## src/rtl/mul_share_arbiter_pkg.sv

```systemverilog
// Shared types and constants for the multiplier-sharing arbiter.
// s1_t is sized for the default configuration; the top rejects any other sizing.
package mul_share_pkg;

  localparam int MS_N    = 32;
  localparam int MS_NREQ = 4;
  localparam int MS_IDW  = $clog2(MS_NREQ);

  localparam int FLAG_Z = 3;
  localparam int FLAG_N = 2;
  localparam int FLAG_C = 1;
  localparam int FLAG_V = 0;

  typedef struct packed {
    logic [MS_N-1:0]   a;
    logic [MS_N-1:0]   b;
    logic [MS_IDW-1:0] id;
    logic              valid;
  } s1_t;

endpackage

```

## src/rtl/multiplier.sv

```systemverilog
// Combinational unsigned N x N -> 2N multiplier.
// Latency 0; no flow control.
module multiplier #(
  parameter int N = 32
) (
  input  logic [N-1:0]   a,
  input  logic [N-1:0]   b,
  output logic [2*N-1:0] p
);

  assign p = {{N{1'b0}}, a} * {{N{1'b0}}, b};

endmodule

```

## src/rtl/rr_arbiter.sv

```systemverilog
// Combinational round-robin pick: first set req bit at or after ptr, wrapping.
// Latency 0; no flow control (caller gates the grant with its own enable).
module rr_arbiter #(
  parameter  int NREQ = 4,
  localparam int IDW  = $clog2(NREQ)
) (
  input  logic [NREQ-1:0] req,
  input  logic [IDW-1:0]  ptr,
  output logic [NREQ-1:0] grant,
  output logic [IDW-1:0]  grant_idx
);

  logic           found;
  logic [IDW-1:0] idx;

  always_comb begin
    grant     = '0;
    grant_idx = '0;
    found     = 1'b0;
    idx       = '0;
    for (int k = 0; k < NREQ; k++) begin
      idx = IDW'((int'(ptr) + k) % NREQ);
      if (!found && req[idx]) begin
        grant[idx] = 1'b1;
        grant_idx  = idx;
        found      = 1'b1;
      end
    end
  end

endmodule

```

## src/rtl/mul_share_arbiter.sv

```systemverilog
// Round-robin sharing of one multiplier among NREQ requesters; tagged response bus.
// Latency 2 cycles; rsp_ready low freezes S2, S1 then fills and req_ready drops to 0.
module mul_share_arbiter
  import mul_share_pkg::*;
#(
  parameter  int N    = MS_N,
  parameter  int NREQ = MS_NREQ,
  localparam int IDW  = $clog2(NREQ)
) (
  input  logic              clk,
  input  logic              rst,
  input  logic [NREQ-1:0]   req_valid,
  input  logic [NREQ*N-1:0] req_a,
  input  logic [NREQ*N-1:0] req_b,
  output logic [NREQ-1:0]   req_ready,
  output logic              rsp_valid,
  input  logic              rsp_ready,
  output logic [N-1:0]      rsp_result,
  output logic [3:0]        rsp_flags,
  output logic [IDW-1:0]    rsp_id,
  output logic              busy
);

  if (N != MS_N || NREQ != MS_NREQ) begin : g_cfg_check
    $error("mul_share_arbiter: s1_t is sized for N=%0d NREQ=%0d", MS_N, MS_NREQ);
  end

  s1_t              s1;
  logic             s1_en;
  logic             s2_en;
  logic             accept;
  logic [NREQ-1:0]  grant;
  logic [IDW-1:0]   grant_idx;
  logic [IDW-1:0]   rr_ptr;
  logic [IDW-1:0]   rr_ptr_nxt;
  logic [N-1:0]     sel_a;
  logic [N-1:0]     sel_b;
  logic [2*N-1:0]   prod;
  logic [3:0]       flags_nxt;
  logic             unused_prod_msb;

  assign s2_en = !rsp_valid || rsp_ready;
  assign s1_en = !s1.valid || s2_en;

  rr_arbiter #(.NREQ(NREQ)) u_arb (
    .req       (req_valid),
    .ptr       (rr_ptr),
    .grant     (grant),
    .grant_idx (grant_idx)
  );

  // grant only ever marks a valid requester, so any ready bit is a handshake
  assign req_ready  = (rst || !s1_en) ? '0 : grant;
  assign accept     = |req_ready;
  assign sel_a      = req_a[int'(grant_idx)*N +: N];
  assign sel_b      = req_b[int'(grant_idx)*N +: N];
  assign rr_ptr_nxt = (int'(grant_idx) == NREQ-1) ? '0 : grant_idx + IDW'(1);

  multiplier #(.N(N)) u_mul (
    .a (s1.a),
    .b (s1.b),
    .p (prod)
  );

  // carry deliberately ignores the top product bit
  always_comb begin
    flags_nxt         = '0;
    flags_nxt[FLAG_Z] = (prod[N-1:0] == '0);
    flags_nxt[FLAG_N] = prod[N-1];
    flags_nxt[FLAG_C] = |prod[2*N-2:N];
    flags_nxt[FLAG_V] = (s1.a[N-1] ~^ s1.b[N-1]) & prod[N-1];
  end

  assign unused_prod_msb = prod[2*N-1];

  always_ff @(posedge clk) begin
    if (rst) begin
      s1         <= '0;
      rr_ptr     <= '0;
      rsp_valid  <= 1'b0;
      rsp_result <= '0;
      rsp_flags  <= '0;
      rsp_id     <= '0;
    end else begin
      if (s1_en) begin
        if (accept) begin
          s1.a     <= sel_a;
          s1.b     <= sel_b;
          s1.id    <= grant_idx;
          s1.valid <= 1'b1;
          rr_ptr   <= rr_ptr_nxt;
        end else begin
          s1.valid <= 1'b0;
        end
      end
      if (s2_en) begin
        rsp_valid <= s1.valid;
        if (s1.valid) begin
          rsp_result <= prod[N-1:0];
          rsp_flags  <= flags_nxt;
          rsp_id     <= s1.id;
        end
      end
    end
  end

  assign busy = s1.valid | rsp_valid;

endmodule

```

## config.mk

```make
export PLATFORM = sky130hd
export DESIGN_NAME = mul_share_arbiter
export DESIGN_NICKNAME = d
export VERILOG_FILES = /design/src/rtl/mul_share_arbiter_pkg.sv /design/src/rtl/multiplier.sv /design/src/rtl/rr_arbiter.sv /design/src/rtl/mul_share_arbiter.sv
export SDC_FILE = /design/constraint.sdc
export NUM_CORES = 2
export LEC_CHECK = 0
export BUFFER_PORTS_ARGS = -buffer_cell sky130_fd_sc_hd__buf_2
export CORE_MARGIN = 2
export CORE_UTILIZATION = 55
export CTS_CLUSTER_SIZE = 10
export DETAILED_ROUTE_END_ITERATION = 8
export PLACE_DENSITY = 0.85
export SYNTH_ARGS = -nofsm -noshare
export SYNTH_HDL_FRONTEND = slang
export SYNTH_SLANG_ARGS = --single-unit
export TNS_END_PERCENT = 100
```

## constraint.sdc

```tcl
create_clock -name clk -period 7.6 [get_ports clk]
set_input_delay 1.52 -clock clk [delete_from_list [all_inputs] [get_ports clk]]
set_output_delay 1.52 -clock clk [all_outputs]
set_load 0.01 [all_outputs]
```

* Yosys cells after proc, flatten, opt, wreduce, memory -nomap -nowiden
Cells that the tools add are included.
** Word-level totals
- Bits of input ports :: 263
- ROM bits :: 0
- Flip-flop bits (word level) :: 108
- Memory bits (writable) :: 0
- Memories kept :: 0
- Output and inout bits :: 44
- Latch bits :: 0
- Logic and storage cells :: 82
** Operators by class
- Shift operators :: 2
- Reductions and logical operators :: 21
- Equal/unequal tests :: 1
- Divide/modulo/power cells :: 0
- Magnitude comparators :: 8
- $add $sub $neg :: 4
- Bitwise gates (word level) :: 6
- Multipliers :: 1
- Mux-type cells :: 30
** Operators with widths (count)
- $shiftx 128x8->32 :: 2
- $mul 32x32->63 :: 1
- $logic_not 32->1 :: 1
- $reduce_or 31->1 :: 1
- $mux 4 :: 5
- $lt 2x3->1 const B :: 4
- $mux 1 :: 12
- $or 4x4->4 :: 3
- $mux 2 :: 5
- $bmux 1 s2 :: 4
- $demux 1 s2 :: 4
- $ge 2x1->1 const B :: 4
- $logic_and 1x1->1 :: 7
- $logic_not 1->1 :: 6
- $add 2x1->2 const B :: 2
- $add 2x2->2 const B :: 2
- $reduce_and 2->1 :: 2
- $reduce_or 4->1 :: 1
- $logic_or 1x1->1 :: 3
- $eq 2x1->1 const B :: 1
- $and 1x1->1 :: 1
- $or 1x1->1 :: 1
- $xnor 1x1->1 :: 1

* Longest topological paths before layout
- Depth in word-level cells :: 15
- Gate-level depth with buffers :: 31
- Depth with buffers taken out :: 29

* Cells and area by module
A second synthesis with hierarchy kept.
** Unflattened totals
- Cell total of the unflattened synthesis :: 4285
- Area, all modules :: 39047.4 sq um
** Modules (own cells, without submodules)
- multiplier :: instances 1, cells an instance 3664, area an instance 33181.8 sq um
- mul_share_arbiter :: instances 1, cells an instance 573, area an instance 5461.5 sq um
- rr_arbiter :: instances 1, cells an instance 48, area an instance 404.1 sq um

* Worst setup path before layout
No wires, ideal clock.
- Kind :: flip-flop to flip-flop
- From :: register, netlist name s1[45]
- To :: register rsp_flags[1]
- Slack :: 0.123 ns
- Path buffers :: 2
- Stages on the path, launching flop included :: 29
- Clock period less this slack :: 7.477 ns
- Arrival time :: 7.362 ns
- Setup time :: 0.115 ns
- Cells stage by stage :: dfxtp_1 -> clkbuf_1 -> nand2_1 -> fa_1 -> fa_1 -> inv_1 -> fa_1 -> inv_1 -> fa_1 -> inv_1 -> fa_1 -> fa_1 -> fa_1 -> inv_1 -> fa_1 -> inv_1 -> ha_1 -> buf_2 -> a21oi_1 -> o21ai_2 -> a211oi_1 -> nor2_2 -> a211oi_1 -> o41ai_2 -> xnor2_1 -> or4_1 -> nor4_1 -> nand4_1 -> o21a_1
** Between the ends
- Longest elaborated chain between the ends :: 2
** RTL lines
- $mul 32x32->63 :: RTL line multiplier.sv:11 : assign p = {{N{1'b0}}, a} * {{N{1'b0}}, b};
- $reduce_or 31->1 :: RTL line mul_share_arbiter.sv:70 : flags_nxt[FLAG_C] = |prod[2*N-2:N];
- end signal: assignment :: RTL line mul_share_arbiter.sv:100 : rsp_flags <= flags_nxt;
- end: declaration :: RTL line mul_share_arbiter.sv:19 : output logic [3:0] rsp_flags,
Every way passes these cells.
A chain may end at the register's enable or synchronous reset.

* Final worst setup path
- From :: register, netlist name s1[52]
- To :: register rsp_flags[1]
** Between the ends
- Longest elaborated chain between the ends :: 2
** RTL lines (RTL line)
- $mul 32x32->63 :: multiplier.sv:11
- $reduce_or 31->1 :: mul_share_arbiter.sv:70
Every way passes these cells.

==> results.txt <==
WS Path Type - reg2reg
All-Layer GR Usage - 0.3495
Die Span X - 270.4 µm
Max-cap violation count - 0
Max stage delay cell, worst path - fa_1
TritonCTS buffer count - 9
Die ar. - 73,120 µm²
Status - finished with violations
IO buf count - 306
Max stage delay on crit path - 0.59 ns
Worst r2r src - s1[52]
Synthesized instance count - 4,569
Synth area leader - fa_1
Worst-Skew Late Latency - 0.40 ns
CTS max path bufs - 2
Detailed placement HPWL - 104.4 mm
#FFs+latches synth - 107
Initial core utilization - 0.5565
R2R depth - 32
Worst-margin pin slew - 1.179 ns
Count leader, synth - nand2_1
Top-area cell type share of the netlist area - 0.4590
Hold Path End - rsp_id[0]
Vias post-DR - 34,706
DRC Markers - 0
# H-tree levels - 3
Critical Path Fanout Max - 12
Most used DFF post-synth - dfxtp_1
Storage cell area - 2203 µm²
FF-to-FF setup slack - -0.36 ns
Ys Warns - 0
Core Rows - 97
Period utilisation layout - 1.048
Mapped Avg Cell Area - 8.543 µm²
ANT nets after route - 0
Worst setup SP type - flip-flop
Hold_buf cts - 0
Worst slack, placed - -0.5981 ns
P per Cell Area - 332.8 nW/µm²
Total iterations of the first detailed-routing run - 6
WL per Instance - 20.78 µm
Die Ht - 270.4 µm
Multi-input gate area in the final layout - 33,700 µm²
Total Power - 15.38 mW
Fin cells - 6,021
Post-synth top cells - nand2_1, fa_1, inv_1, and2_1, ha_1
Worst path arrival time - 8.25 ns
Root Buffer - clkbuf_16
CTS Sinks - 107
Initial antenna violation count - 2
VDD IR-drop max - 0.4057 mV
Clk_skew - 0.01985 ns
Vias in the first global route - 37,871
Nets - 6,498
Hold Fails Final Rpt - 0
Final setup viols - 4
CTS tree - built
Fillers - 5,246
Placed insts - 5,969
Fraction of registers with async set/reset - 0
Final WL - 125.1 mm
Gr ovfl total - 0
EDFF count, synth - 0
Clock Pin Slew Worst Setup and Hold Paths - 0.09 ns
Register area share after synthesis - 0.05488
Fin util - 0.6588
Fmax - 0.1256 GHz
Syn nets - 5,992
Final critical-path required period - 7.963 ns
GPL Wtd Cong - 1.019
Setup crit end kind - flip-flop
Share of layout cells above drive strength 1 - 0.1953
Top Ports - 307
Hold crit path type - reg2reg
Fin worst setup slack - -0.3629 ns
Top cells by area, synth - fa_1, and2_1, nand2_1, ha_1, inv_1
Hold wc startpoint - s1[1]
Vias per cell - 5.764
First-pass GRT wire length - 200.1 mm
Hold Path Depth - 2
Largest net degree at the start of global routing - 71
Failing checks - negative setup slack
Worst EP required - 7.88 ns
Slew Limit Headroom - 0.2142
Most used cell, CP - fa_1
Unrepaired setup endpoints after global routing - true
1st-iter DRT viols - 3,088
Mapped Area - 39,030 µm²
Hold_ws - 0.4395 ns
Distinct cells, synth - 80
LEAKAGE - 20.22 nW
FF-to-FF End - rsp_flags[1]
Final slew viol count - 0
Core Region - 70,150 µm²
Area Overhead vs Synth - 18.40%
-- routing by layer --
metal,global-route usage,up-vias,part of all wire
met2,0.5827,2224,0.47
met5,0,-,0.000080
met4,0.1720,2,0.058
met3,0.08206,592,0.11
met1,0.4269,17047,0.36
li1,-,14841,-
-- state kept, by name (all words and copies together) (netlist names), named ones only --
name        cells
rsp_id          2
rr_ptr          1
rsp_result     31
s1             67
rsp_valid       1
rsp_flags       4
-- what timing repair did --
| item | CTS | global route |
|---|---|---|
| setup endpoints to repair | 8 | 10 |
| buffers inserted | 23 | 12 |
| cloned | 0 | 0 |
| pin swaps | 87 | 83 |
| resized for setup | 130 | 63 |
-- logic make-up after synthesis --
family | after synthesis | share of synthesized area
fa+ha+maj | 1160 | 0.5439
xor+xnor | 47 | 0.01055
simple gates | 1858 | 0.2300
buf+inv | 1026 | 0.1001
compound gates | 359 | 0.05680
mux | 12 | 0.003782
flops | 107 | 0.05488
-- worst max-delay path: cells and delay by family, from the launching register on --
family / cells / cell delay, ns
xor+xnor: 1 / 0.17
simple gates: 8 / 1.06
buf+inv: 11 / 1.34
flops: 1 / 0.35
fa+ha+maj: 9 / 4.48
compound gates: 3 / 0.44
-- cell usage in the layout (no fill, tap or decap), drive strengths merged, types with 4 or more instances in the layout --
cell type / count
nand4: 24
ha: 265
clkbuf: 9
a211oi: 10
nand2: 899
nor3: 17
nand3: 215
a21oi: 182
o2111ai: 4
o21bai: 11
nor2b: 9
a21boi: 5
o21a: 8
dfxtp: 107
o211ai: 11
a31oi: 8
xnor2: 25
a22oi: 9
o21ai: 53
a21o: 21
inv: 726
or3: 5
nor3b: 6
nand2b: 5
a211o: 5
xor2: 22
and2: 573
nor2: 66
and3: 7
mux2i: 8
nor4: 12
o31ai: 5
fa: 895
buf: 798
-- worst max-delay path by stage --
stage	start	to	slack, ns	cells after the start
final	s1[52]	rsp_flags[1]	-0.36	32
after global placement	s1[14]	rsp_flags[1]	-0.47	25
after global routing	s1[5]	rsp_flags[1]	-0.56	31
after detailed placement	s1[14]	rsp_flags[1]	-0.60	25
after floorplan	s1[45]	rsp_flags[1]	0.12	28
after CTS	s1[46]	rsp_flags[1]	-0.20	33
-- through the flow --
step | area [µm²] | TNS (ns)
2_1_floorplan | 39030 | 0
3_3_place_gp | 44890 | -1.238
3_5_place_dp | 44890 | -1.711
4_1_cts | 45840 | -0.3453
5_1_grt | 46210 | -1.838
6_report | 46220 | -0.6041
-- area by class of cell --
cell class                 count  area share
inverter                     723     0.05872
clock inverter                 7    0.001489
antenna                        1  0.00005414
tap                          940     0.02545
clock buffer                   9    0.004873
multi-input combinational   3436      0.7291
sequential                   107     0.04767
timing repair buffer         798      0.1326
-- power by group --
part / internal (mW) / switching (mW) / total (mW)
logic: 5.92 / 8.06 / 14.0
clock network: 0.232 / 0.289 / 0.521
registers: 0.720 / 0.159 / 0.879
Power figures use the tool's default switching activity.
